File: src/rtl/sample_sequencer.sv
// sample_sequencer: buffers ADC samples and issues them one at a time to dsp_pipeline,
// with a bypass path, overrun accounting and a round-trip watchdog.
module sample_sequencer #(
    parameter int data_width     = 16,
    parameter int fifo_depth     = 4,
    parameter int timeout_cycles = 4096
) (
    input  logic                        clk,
    input  logic                        reset,
    input  logic [data_width-1:0]       adc_sample,
    input  logic                        adc_valid,
    input  logic                        bypass,
    input  logic                        clear_status,
    output logic [data_width-1:0]       pipe_in_sample,
    output logic                        pipe_in_valid,
    input  logic                        pipe_ready,
    input  logic [data_width-1:0]       pipe_out_sample,
    output logic [data_width-1:0]       dac_sample,
    output logic                        dac_valid,
    output logic [$clog2(fifo_depth):0] fifo_level,
    output logic                        overrun,
    output logic [15:0]                 overrun_count,
    output logic                        timeout
);
    localparam int AW = $clog2(fifo_depth);
    localparam int LW = AW + 1;
    localparam int CW = $clog2(timeout_cycles + 1);

    typedef enum logic [1:0] {IDLE, WAIT_BUSY, WAIT_DONE} state_e;

    state_e                state_q, state_d;
    logic [data_width-1:0] mem_q [fifo_depth];
    logic [AW-1:0]         rd_ptr_q, wr_ptr_q;
    logic [LW-1:0]         level_q, level_d;
    logic [CW-1:0]         wd_q, wd_d;
    logic [data_width-1:0] pipe_sample_q, pipe_sample_d;
    logic                  pipe_valid_q, pipe_valid_d;
    logic [data_width-1:0] dac_sample_q, dac_sample_d;
    logic                  dac_valid_q, dac_valid_d;
    logic                  overrun_q, overrun_d;
    logic [15:0]           ocount_q, ocount_d;
    logic                  timeout_q, timeout_d;
    logic                  pop, push, drop;
    logic [data_width-1:0] head;

    assign head = mem_q[rd_ptr_q];

    // A full FIFO still accepts a sample when the head leaves in the same cycle.
    assign push = adc_valid && ((level_q != LW'(fifo_depth)) || pop);
    assign drop = adc_valid && !push;

    always_comb begin
        state_d       = state_q;
        pipe_sample_d = pipe_sample_q;
        pipe_valid_d  = 1'b0;
        dac_sample_d  = dac_sample_q;
        dac_valid_d   = 1'b0;
        wd_d          = wd_q;
        timeout_d     = timeout_q;
        pop           = 1'b0;
        unique case (state_q)
            IDLE: begin
                if (level_q != '0) begin
                    if (bypass) begin
                        pop          = 1'b1;
                        dac_sample_d = head;
                        dac_valid_d  = 1'b1;
                    end else if (pipe_ready) begin
                        pop           = 1'b1;
                        pipe_sample_d = head;
                        pipe_valid_d  = 1'b1;
                        wd_d          = '0;
                        state_d       = WAIT_BUSY;
                    end
                end
            end
            WAIT_BUSY, WAIT_DONE: begin
                if (wd_q == CW'(timeout_cycles)) begin
                    timeout_d    = 1'b1;
                    dac_sample_d = '0;
                    dac_valid_d  = 1'b1;
                    state_d      = IDLE;
                end else begin
                    wd_d = wd_q + 1'b1;
                    if (state_q == WAIT_BUSY) begin
                        if (!pipe_ready) state_d = WAIT_DONE;
                    end else if (pipe_ready) begin
                        dac_sample_d = pipe_out_sample;
                        dac_valid_d  = 1'b1;
                        state_d      = IDLE;
                    end
                end
            end
            default: state_d = IDLE;
        endcase

        unique case ({push, pop})
            2'b10:   level_d = level_q + 1'b1;
            2'b01:   level_d = level_q - 1'b1;
            default: level_d = level_q;
        endcase

        overrun_d = overrun_q | drop;
        ocount_d  = ocount_q;
        if (drop && ocount_q != 16'hFFFF) ocount_d = ocount_q + 16'd1;
        if (clear_status) begin
            overrun_d = 1'b0;
            ocount_d  = '0;
            timeout_d = 1'b0;
        end
    end

    always_ff @(posedge clk) begin
        if (push) mem_q[wr_ptr_q] <= adc_sample;
    end

    always_ff @(posedge clk or posedge reset) begin
        if (reset) begin
            state_q       <= IDLE;
            rd_ptr_q      <= '0;
            wr_ptr_q      <= '0;
            level_q       <= '0;
            wd_q          <= '0;
            pipe_sample_q <= '0;
            pipe_valid_q  <= 1'b0;
            dac_sample_q  <= '0;
            dac_valid_q   <= 1'b0;
            overrun_q     <= 1'b0;
            ocount_q      <= '0;
            timeout_q     <= 1'b0;
        end else begin
            state_q       <= state_d;
            if (pop)  rd_ptr_q <= rd_ptr_q + 1'b1;
            if (push) wr_ptr_q <= wr_ptr_q + 1'b1;
            level_q       <= level_d;
            wd_q          <= wd_d;
            pipe_sample_q <= pipe_sample_d;
            pipe_valid_q  <= pipe_valid_d;
            dac_sample_q  <= dac_sample_d;
            dac_valid_q   <= dac_valid_d;
            overrun_q     <= overrun_d;
            ocount_q      <= ocount_d;
            timeout_q     <= timeout_d;
        end
    end

    assign pipe_in_sample = pipe_sample_q;
    assign pipe_in_valid  = pipe_valid_q;
    assign dac_sample     = dac_sample_q;
    assign dac_valid      = dac_valid_q;
    assign fifo_level     = level_q;
    assign overrun        = overrun_q;
    assign overrun_count  = ocount_q;
    assign timeout        = timeout_q;
endmodule

File: config.mk
export PLATFORM = sky130hd
export DESIGN_NAME = sample_sequencer
export DESIGN_NICKNAME = d
export VERILOG_FILES = /design/src/rtl/sample_sequencer.sv
export SDC_FILE = /design/constraint.sdc
export NUM_CORES = 1
export LEC_CHECK = 0
export CAP_MARGIN = 20
export CORE_ASPECT_RATIO = 1.5
export CORE_MARGIN = 2
export CORE_UTILIZATION = 49
export CTS_BUF_LIST = sky130_fd_sc_hd__clkbuf_4 sky130_fd_sc_hd__clkbuf_8 sky130_fd_sc_hd__clkbuf_16
export DETAILED_ROUTE_END_ITERATION = 8
export PLACE_DENSITY = 0.76
export RECOVER_POWER = 100
export SLEW_MARGIN = 20
export SYNTH_ARGS = -nofsm -noshare
export SYNTH_HDL_FRONTEND = slang
export SYNTH_SLANG_ARGS = --single-unit
File: constraint.sdc
create_clock -name clk -period 2.4 [get_ports clk]
set_clock_uncertainty 0.2 [all_clocks]
set_input_delay 0.36 -clock clk [delete_from_list [all_inputs] [get_ports clk]]
set_output_delay 0.36 -clock clk [all_outputs]
set_load 0.02 [all_outputs]
==> results_dict.tcl, run 1 <==
set metrics [dict create \
    ios 93 \
    syn_avg_cell_area_um2 13.9 \
    fmax_mhz 432 \
    worstSetupStartpointType "register" \
    core_area_um2 12600 \
    r2r_slack_ns 0.08 \
    cts_htree_levels 4 \
    hold_path.class "reg2reg" \
    grt_pass1_wl_um 24100 \
    die_x_um 96.9 \
    endpoint_kind "register" \
    hpwl_um 10300 \
    grt_max_degree 31 \
    syn2layout_area_growth_pct 29.4 \
    drive_gt1_share_pct 19.3 \
    synth_ff_type "dfrtp_1" \
    rsz0062_at_grt "false" \
    die_area_um2 13900 \
    min_period_ns 2.32 \
    initial_core_util_pct 50.5 \
    synthTopCellsByArea "edfxtp_1, dfrtp_1, mux4_2" \
    antennaDiodeCount 0 \
    grt_overflow 0 \
    cts_root_buf "clkbuf_16" \
    whs_ns 0.299 \
    synth_edf_count 64 \
    path_class "reg2reg" \
    max-cap-violations 0 \
    layout_commonest_cell "dfrtp_1" \
    wire_per_inst_um 20.2 \
    syn-num-nets 505 \
    power_density_nw_per_um2 1260 \
    crit_required_ns 2.49 \
    drt_iter0_drc 277 \
    p_leak_uw 0.00318 \
    setup_viol 0 \
    die_y_um 143 \
    yosysTopAreaCell "edfxtp_1" \
    ys_ff_latch 138 \
    hold_violations 0 \
    cts.sinks 138 \
    synth_area_um2 6350 \
    clk_pin_slew_ns 0.06 \
    synth_cells 455 \
    multi_input_area_um2 2360 \
    ir_drop_mv 0.673 \
    drtAntennaViolNets 0 \
    synth-async-reset-ratio_pct 53.6 \
    nFillCells 880 \
    synth_top_area_share_pct 30.3 \
    ctsHoldBuffers 0 \
    grt_pass1_vias 4740 \
    antenna_found_initial 0 \
    vias_per_cell 6.08 \
    cts_tree "built" \
    cts_buffers 17 \
    max_slew_margin_pct 25.1 \
    synth_cell_type_count 60 \
    ff_latch_area_um2 3770 \
    tightest_slew_ns 1.12 \
    std_cell_rows 50 \
    cp.arrival_ns 2.41 \
    grt_usage_pct 22.3 \
    drt_first_pass_iters 5 \
    gp_congestion 0.867 \
    finalMaxSlewViolations 0 \
    path_max_fanout 4 \
    io_buffers 92 \
    vias 4533 \
    yosysWarnings 0 \
    final_cell_mix "dfrtp_1, dlygate4sd3_1, edfxtp_1" \
    fin_nets 627 \
    yosysSeqAreaShare_pct 59.5 \
    wirelength_um 15100 \
    fin_crit_sh_pct 96.5 \
    status "finished clean" \
    clk_latency_ns 0.42 \
    postLayoutCoreUtil_pct 65.3 \
    max-clock-path-buffers 2 \
    drcViolationCount 0 \
]
==> repair_timing <==
item	4_1_cts	5_1_grt
gates cloned	0	0
resized for setup	1	6
buffers inserted	0	4
endpoints found under the setup margin	1	8
pin swaps	1	0
==> registers in the layout, summed over array words and instances, names as in the netlist <==
signal	count
overrun	1
pipe_in_sample	16
overrun_count	16
mem_q	64
dac_valid	1
wd_q	13
pipe_in_valid	1
fifo_level	3
rd_ptr_q	2
timeout	1
dac_sample	16
wr_ptr_q	2
state_q	2
==> routing by layer <==
layer	GRT usage, %	wire length (um)	share of wire [%]
met3	5.01	728	4.8
met5	0	0	0
met4	9.41	352	2.3
met2	40.6	8250	55
met1	25.3	5730	38
==> per-stage QoR <==
stage	setup TNS [ns]	total power (uW)	cells	worst slack, ns	area, um2
after floorplan	-0.0324	6270	455	-0.0324	6350
after global placement	-0.191	7810	710	-0.129	7680
after detailed placement	-0.306	7970	710	-0.176	7680
after CTS	0	10700	742	0.0231	8280
after global routing	0	10800	746	0.0128	8210
final	0	10300	746	0.0836	8210
==> synthesized netlist by cell type, types with 2 or more instances <==
master / number
nor2b_1: 3
or4b_1: 3
nor4_2: 2
xnor2_1: 3
nand4_1: 10
mux2_4: 10
a21o_1: 3
o31a_1: 2
nor4b_4: 2
and4_1: 5
nor2_1: 16
o41ai_1: 5
o21ai_0: 22
o31ai_1: 13
mux2i_1: 2
edfxtp_1: 64
buf_6: 2
a22o_1: 16
nand2_1: 13
nor3_1: 2
o211ai_1: 2
dfrtp_1: 74
and3_1: 2
nand3_1: 16
a21oi_1: 22
ha_1: 11
o21a_1: 3
mux4_2: 16
nand2b_1: 2
a31oi_1: 6
clkbuf_1: 9
or3_1: 8
inv_1: 14
mux2_2: 21
and2_1: 9
or4_1: 10
buf_2: 9
==> kinds of logic after synthesis <==
group,after synthesis,synth area share (%)
compound gates,104,11.3
xor+xnor,3,0.414
fa+ha+maj,12,2.48
buf+inv,37,2.84
flops,138,59.5
mux,50,12.3
simple gates,111,11.2
==> power by group <==
group / total (uW) / internal, uW / leakage [uW] / switching (uW)
registers: 3470 / 3130 / 0.00153 / 344
logic: 4210 / 2020 / 0.00136 / 2190
clock network: 2630 / 1490 / 0.000295 / 1140
total: 10300 / 6640 / 0.00318 / 3670
==> worst paths after layout <==
path,to,startpoint,cells past startpoint
max in group asynchronous,dac_sample[15]$_DFFE_PP0P_,reset,3
max,fifo_level[2]$_DFFE_PP0P_,state_q[0]$_DFFE_PP0P_,9
min in group asynchronous,pipe_in_valid$_DFF_PP0_,reset,2
min,pipe_in_sample[2]$_DFFE_PP0P_,pipe_in_sample[2]$_DFFE_PP0P_,1
max reg2reg,fifo_level[2]$_DFFE_PP0P_,state_q[0]$_DFFE_PP0P_,9
min reg2reg,pipe_in_sample[2]$_DFFE_PP0P_,pipe_in_sample[2]$_DFFE_PP0P_,1
==> critical path, cell delays in order (launching register included) <==
cell and delay (ns):
dfrtp_1 0.41, inv_1 0.10, ha_2 0.19, o21ai_2 0.08
or3_4 0.39, fa_2 0.35, buf_4 0.14, nor2_1 0.11
a31o_2 0.17, a21oi_2 0.05
==> cell type report <==
| cell class | instances | share of cell area (%) |
|---|---|---|
| Clock inverter | 15 | 2.07 |
| Inverter | 14 | 0.655 |
| Sequential cell | 138 | 46.0 |
| Clock buffer | 17 | 5.18 |
| Multi-Input combinational cell | 280 | 28.8 |
| Timing Repair Buffer | 126 | 15.0 |
| Tap cell | 156 | 2.38 |
No activity file was read; power rests on OpenSTA's default activity.
==> inputs of run 2 (changes only) <==
--- a/config.mk
+++ b/config.mk
@@ -6,7 +6,7 @@
 export NUM_CORES = 1
 export LEC_CHECK = 0
 export CAP_MARGIN = 20
-export CORE_ASPECT_RATIO = 1.5
+export CORE_ASPECT_RATIO = 0.75
 export CORE_MARGIN = 2
 export CORE_UTILIZATION = 49
 export CTS_BUF_LIST = sky130_fd_sc_hd__clkbuf_4 sky130_fd_sc_hd__clkbuf_8 sky130_fd_sc_hd__clkbuf_16
==> run 2 against run 1 <==
Against the previous run: register-to-register slack about the same; routed wire length shrank 3.6%; setup slack improved by 0.0051 ns; cell area down 0.43%; critical path type unchanged.
==> results_dict.tcl, run 2 (same netlist as run 1, synthesis figures left out) <==
set metrics [dict create \
    p_int_uw 6600 \
    grt_pass1_wl_um 23500 \
    max_stage_delay_ns 0.39 \
    power_density_nw_per_um2 1240 \
    dp_cells 723 \
    wire_per_inst_um 19.2 \
    p_comb_share_pct 41.0 \
    min_period_ns 2.31 \
    p_sw_uw 3530 \
    drt_iter0_drc 320 \
    drtAntennaViolNets 0 \
    max-clock-path-buffers 2 \
    die_x_um 135 \
    path_max_fanout 16 \
    whs_ns 0.296 \
    grt_usage_pct 22.3 \
    tightest_slew_ns 0.923 \
    core_area_um2 12500 \
    cp-endpoint "mem_q[1][15]$_DFFE_PP_" \
    setup.worst_path.start "state_q[0]$_DFFE_PP0P_" \
    fin_nets 627 \
    ios 93 \
    wirelength_um 14500 \
    reg2reg_depth 8 \
    drive_gt1_share_pct 19.5 \
    hpwl_um 9770 \
    drcViolationCount 0 \
    setup-tns-final_ns 0 \
    swShare_pct 34.8 \
    max-cap-violations 0 \
    clk_latency_ns 0.41 \
    reg2reg_to "mem_q[1][15]$_DFFE_PP_" \
    final_cell_mix "dfrtp_1, dlygate4sd3_1, edfxtp_1" \
    layout_commonest_cell "dfrtp_1" \
    cts.sinks 138 \
    hold_path.class "reg2reg" \
    cts_root_buf "clkbuf_16" \
    p_leak_uw 0.00316 \
    fmax_mhz 433 \
    rsz0062_at_grt "false" \
    io_buffers 92 \
    pwr-share-clk_pct 24.8 \
    finalMaxSlewViolations 0 \
    drt_first_pass_iters 4 \
    largest_register "mem_q" \
    clk_pin_slew_ns 0.06 \
    crit_path_cell_trace "inv_2 > ha_4 > o21ai_2 > buf_4 > a31oi_1 > clkbuf_1 > and2_0 > clkbuf_4" \
    cts_tree "built" \
    std_cell_rows 35 \
    grt_max_degree 25 \
    stdcell_area_um2 8180 \
    initial_core_util_pct 50.8 \
    place_area_um2 7740 \
    cts_buffers 17 \
    die_y_um 103 \
    grt_pass1_vias 4469 \
    ir_drop_mv 0.689 \
    instances_no_fill 756 \
    crit_required_ns 2.28 \
    gp_congestion 0.860 \
    setup_viol 0 \
    grt_overflow 0 \
    vias_per_cell 5.92 \
    fin_crit_sh_pct 96.3 \
    worstSetupStartpointType "register" \
    syn2layout_area_growth_pct 28.8 \
    antennaDiodeCount 0 \
    p_seq_share_pct 34.2 \
    antenna_found_initial 0 \
    critical_path.slowest_cell "dfrtp_1" \
    endpoint_kind "register" \
    hold_violations 0 \
    die_area_um2 13900 \
    path_class "reg2reg" \
    vias 4473 \
    largest_reg_flops 64 \
    cts_htree_levels 4 \
    max_slew_margin_pct 38.1 \
    r2r_slack_ns 0.09 \
    r2r_start "state_q[0]$_DFFE_PP0P_" \
    cp.arrival_ns 2.19 \
    status "finished clean" \
    nFillCells 895 \
]
-- run 2: power groups by stage --
stage / Sequential (uW) / Combinational (uW) / Clock (uW)
final: 3470 / 4150 / 2510
after global routing: 3540 / 4460 / 2660
after CTS: 3480 / 4560 / 2540
after detailed placement: 3510 / 4490 / 0
after global placement: 3470 / 4320 / 0
after floorplan: 3820 / 2450 / 0
-- run 2: per-stage QoR --
step	total power, uW	setup slack (ns)	util [%]
2_1_floorplan	6270	-0.0324	-
3_3_place_gp	7800	-0.167	62.0
5_1_grt	10700	0.00258	65.5
3_5_place_dp	8000	-0.291	62.0
6_report	10100	0.0887	65.5
4_1_cts	10600	0.0136	66.6
-- run 2: timing repair --
| action | CTS | global route |
|---|---|---|
| pin swaps | 0 | 1 |
| setup buffers | 0 | 1 |
| gates resized for setup | 3 | 4 |
| setup endpoints to repair | 2 | 2 |
| hold buffers | 0 | 0 |
-- run 2: area by class of cell --
class                      count  area, um2  share of cell area (%)
clock inverter                14        134                    1.64
sequential                   138       3770                    46.2
multi-input combinational    280       2380                    29.1
tap                          166        208                    2.54
timing repair buffer         126       1200                    14.6
clock buffer                  18        433                    5.29
inverter                      14       53.8                   0.658
-- run 2: worst min-delay path by stage --
| stage | startpoint | slack, ns | end | cells after the start |
|---|---|---|---|---|
| 2_1_floorplan | adc_sample[0] | 0.26 | mem_q[0][0]$_DFFE_PP_ | 0 |
| 3_3_place_gp | pipe_in_sample[2]$_DFFE_PP0P_ | 0.28 | pipe_in_sample[2]$_DFFE_PP0P_ | 1 |
| 3_5_place_dp | timeout$_DFFE_PP0P_ | 0.29 | timeout$_DFFE_PP0P_ | 2 |
| 4_1_cts | reset | 0.13 | state_q[1]$_DFFE_PP0P_ | 2 |
| 5_1_grt | dac_sample[12]$_DFFE_PP0P_ | 0.31 | dac_sample[12]$_DFFE_PP0P_ | 1 |
| 6_report | dac_sample[7]$_DFFE_PP0P_ | 0.30 | dac_sample[7]$_DFFE_PP0P_ | 1 |
-- run 2: layer usage --
metal | vias up | global-route usage (%) | part of all wire, %
li1 | 2041 | - | -
met1 | 2275 | 29.7 | 44
met2 | 145 | 37.8 | 50
met3 | 12 | 5.16 | 5.4
met4 | 0 | 5.69 | 0.80
met5 | - | 0 | 0
-- run 2: worst max-delay path, delay by kind of cell, from the launching register on --
kind            cells  cell delay (ns)
flops               1             0.39
fa+ha+maj           1             0.15
compound gates      2             0.26
simple gates        1             0.16
buf+inv             4             0.82
==> inputs of run 3 (changes only) <==
--- a/config.mk
+++ b/config.mk
@@ -6,7 +6,6 @@
 export NUM_CORES = 1
 export LEC_CHECK = 0
 export CAP_MARGIN = 20
-export CORE_ASPECT_RATIO = 0.75
 export CORE_MARGIN = 2
 export CORE_UTILIZATION = 49
 export CTS_BUF_LIST = sky130_fd_sc_hd__clkbuf_4 sky130_fd_sc_hd__clkbuf_8 sky130_fd_sc_hd__clkbuf_16
==> run 3 against run 2 <==
Against the previous run: non-clock buffer count fell by 2; hold slack lost 0.013 ns; register-to-register slack about the same; critical path depth is the same; cell count rose by 0.53%; sequential power hardly changed.
==> results_dict.tcl, run 3 (same netlist as run 1, synthesis figures left out) <==
set metrics [dict create \
    status "finished clean" \
    p_sw_uw 3520 \
    crit_required_ns 2.55 \
    max-cap-violations 0 \
    grt_pass1_vias 4621 \
    hold_violations 0 \
    drt_iter0_drc 495 \
    path_class "reg2reg" \
    largest_reg_flops 64 \
    cts_root_buf "clkbuf_16" \
    ctsHoldBuffers 0 \
    initial_core_util_pct 50.3 \
    die_area_um2 13900 \
    die_x_um 118 \
    drtAntennaViolNets 0 \
    antennaDiodeCount 0 \
    reg2reg_depth 8 \
    antenna_found_initial 1 \
    max-clock-path-buffers 2 \
    setup_viol 0 \
    max_slew_margin_pct 49.4 \
    core_area_um2 12600 \
    endpoint_kind "register" \
    p_leak_uw 0.00317 \
    layout_setup_ws_ns 0.0953 \
    wire_per_inst_um 18.9 \
    cp.arrival_ns 2.46 \
    drive_gt1_share_pct 21.1 \
    fin_nets 625 \
    vias 4436 \
    cts_buffers 17 \
    path_max_fanout 3 \
    ir_drop_mv 0.863 \
    drcViolationCount 0 \
    swShare_pct 32.6 \
    worstSetupStartpointType "register" \
    rsz0062_at_grt "false" \
    cts.sinks 138 \
    grt_pass1_wl_um 23800 \
    vias_per_cell 5.84 \
    gp_congestion 0.872 \
    clk_pin_slew_ns 0.06 \
    tightest_slew_ns 0.755 \
    pre_cts_slack_ns -0.184 \
    grt_usage_pct 22.1 \
    die_y_um 118 \
    syn2layout_area_growth_pct 31.5 \
    hold_path.class "in2async" \
    r2r_slack_ns 0.1 \
    hpwl_um 9570 \
    p_seq_share_pct 32.1 \
    final_cell_mix "clkdlybuf4s50_1, dfrtp_1, edfxtp_1" \
    cts_htree_levels 4 \
    pwr-share-clk_pct 26.2 \
    cts_tree "built" \
    fin_crit_sh_pct 96.0 \
    finalPower_uw 10800 \
    min_period_ns 2.30 \
    layout_commonest_cell "clkdlybuf4s50_1" \
    std_cell_rows 41 \
    grt_overflow 0 \
    ios 93 \
    fmax_mhz 434 \
    grt_max_degree 27 \
    finalMaxSlewViolations 0 \
    wirelength_um 14400 \
    power_density_nw_per_um2 1290 \
    p_comb_share_pct 41.8 \
    largest_register "mem_q" \
    drt_first_pass_iters 5 \
    clk_latency_ns 0.43 \
    io_buffers 92 \
    p_int_uw 7280 \
]
==> run 3: cell types whose count changed in the layout (fill, tap and decap cells not counted), sizes merged, moves of 2 or more <==
cell	before	now
buf	23	27
bufinv	1	4
clkbuf	29	27
clkdlybuf4s50	20	75
dlygate4sd3	72	17
inv	21	14
==> run 3: metal layers <==
layer / track usage, % / part of all wire [%]
met4: 10.8 / 2.0
met1: 27.6 / 41
met5: 0 / 0.076
met3: 5.52 / 5.6
met2: 36.0 / 51
==> run 3: worst paths after layout <==
kind	startpoint	endpoint
hold / removal	reset	dac_sample[2]$_DFFE_PP0P_
setup / recovery	state_q[1]$_DFFE_PP0P_	fifo_level[2]$_DFFE_PP0P_
min in group clk	pipe_in_sample[2]$_DFFE_PP0P_	pipe_in_sample[2]$_DFFE_PP0P_
hold reg to reg	pipe_in_sample[2]$_DFFE_PP0P_	pipe_in_sample[2]$_DFFE_PP0P_
setup reg to reg	state_q[1]$_DFFE_PP0P_	fifo_level[2]$_DFFE_PP0P_
max in group asynchronous	reset	dac_sample[4]$_DFFE_PP0P_
==> run 3: final cells by class <==
type | count | area [um2]
clock inverter | 10 | 165
tap | 172 | 215
inverter | 14 | 53.8
timing repair buffer | 124 | 1250
clock buffer | 22 | 480
fill | 925 | 4280
sequential | 138 | 3770
multi-input combinational | 280 | 2410
==> run 3: metrics by stage <==
step | instances | TNS, ns | util, % | area, um2 | hold WS, ns
2_1_floorplan | 455 | -0.0324 | - | 6350 | 0.259
3_3_place_gp | 727 | -0.192 | 61.2 | 7730 | 0.276
3_5_place_dp | 727 | -0.638 | 61.2 | 7730 | 0.286
4_1_cts | 759 | 0 | 66.4 | 8380 | 0.101
5_1_grt | 760 | 0 | 66.1 | 8340 | 0.326
6_report | 760 | 0 | 66.1 | 8340 | 0.283
==> run 3: worst max-delay path: stages, from the launching register on <==
cell	delay, ns
dfrtp_1	0.40
inv_2	0.08
ha_2	0.19
o21ai_2	0.09
or3_4	0.40
fa_2	0.35
nor4b_1	0.17
a31o_2	0.24
a21oi_1	0.13
==> run 3: power by group through the flow <==
stage,Combinational [uW],Clock [uW],Sequential (uW)
after floorplan,2450,0,3820
after global placement,4410,0,3460
after detailed placement,4510,0,3490
after CTS,4550,2870,3460
after global routing,4860,2950,3530
final,4510,2820,3460
==> run 3: what timing repair did <==
action | CTS | global route
endpoints found under the setup margin | 1 | 3
pin swaps | 0 | 1
buffers inserted | 0 | 1
endpoints found under the hold margin | 0 | 0
gates resized for setup | 1 | 4
gates cloned | 0 | 0
